## src/rtl/scoreboard_pkg.sv

```systemverilog
// scoreboard_pkg: shared constants and helpers for the scoreboard digit source
package scoreboard_pkg;
  localparam logic [1:0] RDEN_NONE = 2'b00;
  localparam logic [1:0] RDEN_TENS = 2'b01;
  localparam logic [1:0] RDEN_ONES = 2'b10;
  localparam int GLYPH_AW = 10;
  localparam int DEF_DIGIT_W = 32;
  localparam int DEF_DIGIT_H = 32;
  localparam int DEF_TENS_X0 = 560;
  localparam int DEF_ONES_X0 = 596;
  localparam int DEF_DIGIT_Y0 = 8;
  localparam int DEF_PIX_W = 11;
  function automatic logic [9:0] onehot10(input logic [3:0] d);
    return 10'(1) << d;
  endfunction
endpackage

```

## src/rtl/score_bcd_counter.sv

```systemverilog
// score_bcd_counter: two-digit BCD score with clamped hits, saturation at 99 and clear priority
module score_bcd_counter
  import scoreboard_pkg::*;
(
  input  logic       clk,
  input  logic       rst,
  input  logic       clear,
  input  logic       hit,
  input  logic [3:0] points,
  output logic [3:0] ones,
  output logic [3:0] tens,
  output logic [6:0] score_bin,
  output logic       saturated
);
  logic [3:0] p, nt, nx_o, nx_t;
  logic [4:0] s;
  logic       carry, ovf;
  always_comb begin
    p = points > 4'd9 ? 4'd9 : points;
    s = 5'(ones) + 5'(p);
    carry = s >= 5'd10;
    nt = tens + 4'(carry);
    ovf = nt >= 4'd10;
    nx_o = ovf ? 4'd9 : carry ? 4'(s - 5'd10) : s[3:0];
    nx_t = ovf ? 4'd9 : nt;
  end
  always_ff @(posedge clk) begin
    if (rst || clear) begin
      ones <= '0;
      tens <= '0;
      score_bin <= '0;
      saturated <= 1'b0;
    end else if (hit && !saturated) begin
      ones <= nx_o;
      tens <= nx_t;
      score_bin <= 7'(nx_t * 10 + nx_o);
      saturated <= nx_o == 4'd9 && nx_t == 4'd9;
    end
  end
endmodule

```

## src/rtl/scoreboard_digit_source.sv

```systemverilog
// scoreboard_digit_source: score keeping, frame-latched one-hot digits and glyph address generation
module scoreboard_digit_source
  import scoreboard_pkg::*;
#(
  parameter int DIGIT_W  = DEF_DIGIT_W,
  parameter int DIGIT_H  = DEF_DIGIT_H,
  parameter int TENS_X0  = DEF_TENS_X0,
  parameter int ONES_X0  = DEF_ONES_X0,
  parameter int DIGIT_Y0 = DEF_DIGIT_Y0,
  parameter int PIX_W    = DEF_PIX_W
) (
  input  logic             clk,
  input  logic             rst,
  input  logic             clear,
  input  logic             hit,
  input  logic [3:0]       points,
  input  logic             frame_start,
  input  logic             pix_valid,
  input  logic [PIX_W-1:0] pix_x,
  input  logic [PIX_W-1:0] pix_y,
  output logic [9:0]       onehot_ones,
  output logic [9:0]       onehot_tens,
  output logic [19:0]      addr_out,
  output logic [1:0]       rden,
  output logic [6:0]       score_bin,
  output logic             saturated
);
  localparam logic [PIX_W-1:0] TX0 = PIX_W'(TENS_X0);
  localparam logic [PIX_W-1:0] TX1 = PIX_W'(TENS_X0 + DIGIT_W);
  localparam logic [PIX_W-1:0] OX0 = PIX_W'(ONES_X0);
  localparam logic [PIX_W-1:0] OX1 = PIX_W'(ONES_X0 + DIGIT_W);
  localparam logic [PIX_W-1:0] Y0  = PIX_W'(DIGIT_Y0);
  localparam logic [PIX_W-1:0] Y1  = PIX_W'(DIGIT_Y0 + DIGIT_H);
  logic [3:0] ones, tens;
  logic in_y, in_t, in_o;
  logic [PIX_W-1:0] dy, dxt, dxo;
  logic [GLYPH_AW-1:0] ta, oa;
  score_bcd_counter u_cnt (
    .clk(clk), .rst(rst), .clear(clear), .hit(hit), .points(points),
    .ones(ones), .tens(tens), .score_bin(score_bin), .saturated(saturated)
  );
  always_comb begin
    in_y = pix_y >= Y0 && pix_y < Y1;
    in_t = pix_valid && in_y && pix_x >= TX0 && pix_x < TX1;
    in_o = pix_valid && in_y && pix_x >= OX0 && pix_x < OX1;
    dy = pix_y - Y0;
    dxt = pix_x - TX0;
    dxo = pix_x - OX0;
    ta = GLYPH_AW'(dy * DIGIT_W + dxt);
    oa = GLYPH_AW'(dy * DIGIT_W + dxo);
  end
  // shadow sees the pre-hit digits because the counter updates on the same edge
  always_ff @(posedge clk) begin
    if (rst) begin
      onehot_ones <= 10'b1;
      onehot_tens <= 10'b1;
      addr_out <= '0;
      rden <= RDEN_NONE;
    end else begin
      if (frame_start) begin
        onehot_ones <= onehot10(ones);
        onehot_tens <= onehot10(tens);
      end
      rden <= in_t ? RDEN_TENS : in_o ? RDEN_ONES : RDEN_NONE;
      if (in_t) addr_out[9:0] <= ta;
      else if (in_o) addr_out[19:10] <= oa;
    end
  end
endmodule

```

## config.mk

```make
export PLATFORM = sky130hd
export DESIGN_NAME = scoreboard_digit_source
export DESIGN_NICKNAME = d
export VERILOG_FILES = /design/src/rtl/scoreboard_pkg.sv /design/src/rtl/score_bcd_counter.sv /design/src/rtl/scoreboard_digit_source.sv
export SDC_FILE = /design/constraint.sdc
export NUM_CORES = 1
export LEC_CHECK = 0
export ABC_AREA = 1
export BUFFER_PORTS_ARGS = -buffer_cell sky130_fd_sc_hd__buf_2
export CAP_MARGIN = 10
export CORE_UTILIZATION = 30
export DETAILED_ROUTE_END_ITERATION = 16
export PLACE_DENSITY = 0.54
export SETUP_SLACK_MARGIN = 0.05
export SLEW_MARGIN = 20
export SYNTH_ARGS = -nofsm -noshare
export SYNTH_HDL_FRONTEND = slang
export SYNTH_SLANG_ARGS = --single-unit
```

## constraint.sdc

```tcl
create_clock -name clk -period 5.8 [get_ports clk]
set_input_delay 1.16 -clock clk [delete_from_list [all_inputs] [get_ports clk]]
set_output_delay 1.16 -clock clk [all_outputs]
set_load 0.005 [all_outputs]
```

After elaboration in Yosys (flattened, before gate mapping)
Cells that the tools add are included.
W data, S select, Z words.
{"block": "totals", "reg_bits": 58, "in_bits": 32, "out_inout_bits": 50, "wordCells": 52}
{"block": "op_classes", "n_addsub": 9, "multipliers": 1, "order_cmp": 9, "n_eq_ne": 2, "n_shift": 2, "n_mux": 6, "bitwise_logic": 1, "n_reduce_logical": 12}
{"op": "$ge A11 B10 Y1 const B", "count": 2}
{"op": "$lt A11 B10 Y1 const B", "count": 2}
{"op": "$add A10 B10 Y10", "count": 2}
{"op": "$shl A1 B4 Y10 const A", "count": 2}
{"op": "$sub A10 B10 Y10 const B", "count": 2}
{"op": "$mux W4", "count": 4}
{"op": "$ge A11 B4 Y1 const B", "count": 1}
{"op": "$lt A11 B6 Y1 const B", "count": 1}
{"op": "$eq A4 B4 Y1 const B", "count": 2}
{"op": "$logic_and A1 B1 Y1", "count": 8}
{"op": "$add A7 B4 Y7", "count": 1}
{"op": "$mul A4 B3 Y6 const B", "count": 1}
{"op": "$add A4 B4 Y5", "count": 1}
{"op": "$ge A5 B4 Y1 const B", "count": 1}
{"op": "$sub A5 B4 Y5 const B", "count": 1}
{"op": "$add A4 B1 Y4", "count": 1}
{"op": "$ge A4 B4 Y1 const B", "count": 1}
{"op": "$gt A4 B4 Y1 const B", "count": 1}
{"op": "$sub A4 B4 Y4 const B", "count": 1}
{"op": "$mux W2", "count": 1}
{"op": "$reduce_and A2 Y1", "count": 1}
{"op": "$reduce_or A2 Y1", "count": 1}
{"op": "$logic_not A1 Y1", "count": 1}
{"op": "$logic_or A1 B1 Y1", "count": 1}
{"op": "other kinds (2)", "count": 2}

Longest topological paths before layout
{"block": "logic_depth", "depth_word": 9, "depth_mapped": 26, "ltp_nobuf": 26}

Modules after synthesis
From an unflattened synthesis, not the netlist that was laid out.
{"block": "unflattened", "hier_cells": 505, "area_unflattened_um2": 3495.9}
{"module": "scoreboard_digit_source", "n_inst": 1, "cells_each": 338, "area_per_inst_um2": 2358.5, "seq_area_each_um2": 840.8}
{"module": "score_bcd_counter", "n_inst": 1, "cells_each": 167, "area_per_inst_um2": 1137.3, "seq_area_each_um2": 300.3}

Worst setup path before layout
OpenSTA, ideal clock, no wires.
{"block": "synth_path", "path_type": "input -> register", "from": "input port points[1]", "to": "register u_cnt.score_bin[6]", "setup_ns": 0.074, "arrival_ns": 4.710, "required_ns": 5.726, "path_slack_ns": 1.015, "stages": 24, "path_buffers": 0, "path_cell_list": "o21ai_0 nand2_1 ha_1 fa_1 inv_1 nand2_1 and2_1 ha_1 nand2_1 nand3_1 nand2_1 ha_1 ha_1 inv_1 nand3_1 nand2_4 nand2_1 ha_1 ha_1 nand3_1 nand3_1 and3_1 nand3b_1 a31oi_1"}
{"block": "synth_via", "elab_chain_cells": 9, "elab_cells_between_ends": 12, "cone_classes": "add/sub (4); mul (1); order compare (3); mux (4)"}
{"element": "start: declaration", "line_no": "scoreboard_digit_source.sv:16", "rtl": "input logic [3:0] points,"}
{"element": "$gt A4 B4 Y1", "line_no": "score_bcd_counter.sv:19", "rtl": "p = points > 4'd9 ? 4'd9 : points;"}
{"element": "$mux W4 (*)", "line_no": "score_bcd_counter.sv:19"}
{"element": "$add A4 B4 Y5 (*)", "line_no": "score_bcd_counter.sv:20", "rtl": "s = 5'(ones) + 5'(p);"}
{"element": "$ge A5 B4 Y1 (*)", "line_no": "score_bcd_counter.sv:21", "rtl": "carry = s >= 5'd10;"}
{"element": "$add A4 B1 Y4 (*)", "line_no": "score_bcd_counter.sv:22", "rtl": "nt = tens + 4'(carry);"}
{"element": "$ge A4 B4 Y1", "line_no": "score_bcd_counter.sv:23", "rtl": "ovf = nt >= 4'd10;"}
{"element": "$mux W4 (*)", "line_no": "score_bcd_counter.sv:25", "rtl": "nx_t = ovf ? 4'd9 : nt;"}
{"element": "named net u_cnt.nx_t[0]", "line_no": "score_bcd_counter.sv:15", "rtl": "logic [3:0] p, nt, nx_o, nx_t;"}
{"element": "$mul A4 B3 Y6 (*)", "line_no": "score_bcd_counter.sv:36", "rtl": "score_bin <= 7'(nx_t * 10 + nx_o);"}
{"element": "$add A7 B4 Y7 (*)", "line_no": "score_bcd_counter.sv:36"}
{"element": "end signal: assignment", "line_no": "score_bcd_counter.sv:36"}
{"element": "end: declaration", "line_no": "score_bcd_counter.sv:12", "rtl": "output logic [6:0] score_bin,"}
The timed path passes the listed nets; every way through them passes the cells marked *.
A chain may end at the register's enable or synchronous reset.

Final worst setup path
Same ends and word-level chain as after synthesis.

==> summary.md <==
| Metric | Value |
|---|---|
| Outcome | `complete, no violations` |
| Drt total wl | `8.07 mm` |
| Crit path DAT | `5.15 ns` |
| Critical path launch point type | `input port` |
| Hold buffers post-CTS | `0` |
| ANT nets after route | `0` |
| Max Clk Rate | `204 MHz` |
| Row Count | `38` |
| All-Layer GR Usage | `15.1%` |
| Syn Nets | `530` |
| Post-DP HPWL | `6.27 mm` |
| Crit path kind | `input port to flop` |
| Initial antenna violation count | `1` |
| Crit Path Max Fanout | `7` |
| Sequential fraction of the synthesis area | `33.6%` |
| Core area | `0.0109 mm²` |
| Slew Viols, Final | `0` |
| Syn. warnings | `0` |
| Endpoints failing hold | `0` |
| Worst Hold Class | `flop to flop` |
| CP Launch Point | `points[1]` |
| Reg2reg end | `u_cnt.score_bin[6]$_SDFFE_PP0P_` |
| CTS root buf | `clkbuf_16` |
| Area grow syn2layout | `23.1%` |
| Synthesized cell area | `0.00339 mm²` |
| Fill count | `1179` |
| Final nets | `609` |
| Initial Util | `31.0%` |
| Top-area cell type share of the netlist area | `33.6%` |
| Largest net degree at the start of global routing | `25` |
| HP Start | `onehot_ones[1]$_SDFFE_PP0P_` |
| TritonCTS clock tree | `yes` |
| Die width | `108 µm` |
| Final Skew | `0.00576 ns` |
| Max Root-Sink Buffers | `2` |
| Max_cap viols | `0` |
| Number of global-route vias before repair | `3046` |
| Mapped Cells | `463` |
| Setup repair bufs after CTS | `0` |
| Grt ovf | `0` |
| Post-CTS Resized | `0` |
| TritonCTS Buffers | `9` |
| Most numerous cell in the Yosys netlist | `nand2_1` |
| Finish-stage setup viols | `0` |
| Hold Path Cell Cnt | `2` |
| Vias | `3162` |
| TritonRoute pass-1 iters | `4` |
| I/O Pins | `82` |
| Hold_ws | `0.460 ns` |
| Critical path capture point type | `flop` |
| Die area | `0.0117 mm²` |
| Lkg Pwr | `0.00219 µW` |
| Post-synth ARST share | `0%` |
| Slew @ Worst Pin | `0.688 ns` |
| Most instantiated cells after synthesis | `nand2_1, inv_1, dfxtp_1` |
| Layout cells sized above 1 | `22.9%` |
| Synth unique cells | `45` |
| RSZ-0062 raised after global routing | `no` |
| Ys flop type | `dfxtp_1` |
| Clk pin slew, worst setup/hold paths | `0.05 ns` |
| Height of the die | `108 µm` |
| Final worst-path cycle share | `84.7%` |
| Hold Path Sink | `onehot_ones[1]$_SDFFE_PP0P_` |
| Placer Congestion | `0.813` |
| Vias per inst | `4.60` |
| Pwr Density | `256 mW/mm²` |
| Final min period | `4.91 ns` |
| Final setup TNS | `0 ns` |
| Post-synthesis register bit count | `57` |
| Clock latency on the worst-skew pair | `0.32 ns` |
| Synth area leaders | `dfxtp_1, ha_1, nand2_1` |
| CTS H-Tree Depth | `3` |
| Path depth of the worst reg2reg path | `22` |
| Antenna cell count | `0` |
| Critical path required time | `6.04 ns` |
| EDFF count, synth | `0` |
| WL/cell | `11.7 µm` |
| Area leader, netlist | `dfxtp_1` |
| CTS sink count | `57` |
| Peak VDD IR | `0.100 mV` |
| Number of DRC markers in iteration 0 | `130` |
| Worst r2r src | `u_cnt.score_bin[0]$_SDFFE_PP0P_` |
| Slew headroom | `54.1%` |
| R2r setup slk | `1.69 ns` |
| First-pass GRT wire length | `13.7 mm` |
| Mean post-synth cell area | `7.33 µm²` |
| PortBufs | `81` |
| Remaining DRCs | `0` |
registers in the layout, summed over array words and instances (netlist names):
signal           cells
addr_out            20
onehot_tens         10
onehot_ones         10
rden                 2
u_cnt.ones           3
u_cnt.tens           4
u_cnt.score_bin      7
u_cnt.saturated      1
worst max-delay path, stage by stage:
cell      delay [ns]
buf_2           0.10
o21ai_0         0.20
nand2_1         0.09
ha_1            0.23
fa_1            0.41
inv_1           0.07
nand2_1         0.06
and2_1          0.16
ha_1            0.19
nand2_1         0.06
nand3_1         0.10
nand2_1         0.13
ha_1            0.22
ha_1            0.25
inv_1           0.07
nand3_1         0.11
nand2_4         0.13
nand2_1         0.10
ha_1            0.30
ha_1            0.33
nand3_1         0.10
nand3_1         0.10
and3_1          0.17
nand3b_1        0.15
a31oi_1         0.16
where the power goes:
part | internal (µW) | total, µW | switching [µW]
registers | 399 | 405 | 6.35
clock network | 310 | 485 | 176
logic | 68.9 | 177 | 108
total | 778 | 1070 | 290
per-layer routing:
layer  vias to the layer above  GRT usage (%)  wire length (µm)
li1                       1655              -                 -
met1                      1402           18.6              3800
met2                        91           24.9              3690
met3                        12           3.86               457
met4                         2           6.37               114
met5                         -              0                13
cell families after synthesis:
logic type,count (synthesis),share of synthesized area [%]
AO/OA/AOI/OAI,64,11.0
adder cells (fa/ha/maj),35,13.8
flip-flops,57,33.6
buffers and inverters,80,9.66
XOR/XNOR,11,2.84
AND/OR/NAND/NOR,216,29.1
cell type report:
cell class / instances / area [µm²] / share of cell area (%)
flip-flops and latches: 57 / 1140 / 27.3
well taps: 140 / 175 / 4.19
clock inverters: 3 / 15.0 / 0.359
clock buffers: 13 / 260 / 6.23
repair buffers: 81 / 405 / 9.70
multi-input cells: 326 / 1930 / 46.1
inverters: 67 / 256 / 6.14
placed cells by master, fill, tap and decap left out, types with 3 or more instances in the layout:
cell and n:
a21oi_1 27, a22oi_1 4, and2_1 3, buf_2 81, clkbuf_16 9, clkinv_2 5
dfxtp_1 57, fa_1 4, ha_1 31, inv_1 61, nand2_1 94, nand3_1 43
nor2_1 45, nor2_2 9, nor3_1 6, o21ai_0 19, xor2_1 9
how the worst max path moves through the flow:
stage                                                 end  cells after the start
after global placement    u_cnt.score_bin[6]$_SDFFE_PP0P_                     25
after detailed placement  u_cnt.score_bin[6]$_SDFFE_PP0P_                     25
after CTS                 u_cnt.score_bin[6]$_SDFFE_PP0P_                     25
after floorplan           u_cnt.score_bin[6]$_SDFFE_PP0P_                     24
after global routing      u_cnt.score_bin[6]$_SDFFE_PP0P_                     25
final                     u_cnt.score_bin[6]$_SDFFE_PP0P_                     25
through the flow:
stage / worst slack [ns] / area (µm²) / total power (µW) / cells / utilization [%]
after CTS: 0.906 / 4180 / 1080 / 687 / 38.2
final: 0.888 / 4180 / 1070 / 687 / 38.2
after detailed placement: 0.587 / 3900 / 592 / 671 / 35.7
after floorplan: 1.02 / 3390 / 540 / 463 / -
after global placement: 0.707 / 3900 / 590 / 671 / 35.7
after global routing: 0.543 / 4180 / 1130 / 687 / 38.2
No activity file was read; power rests on OpenSTA's default activity.
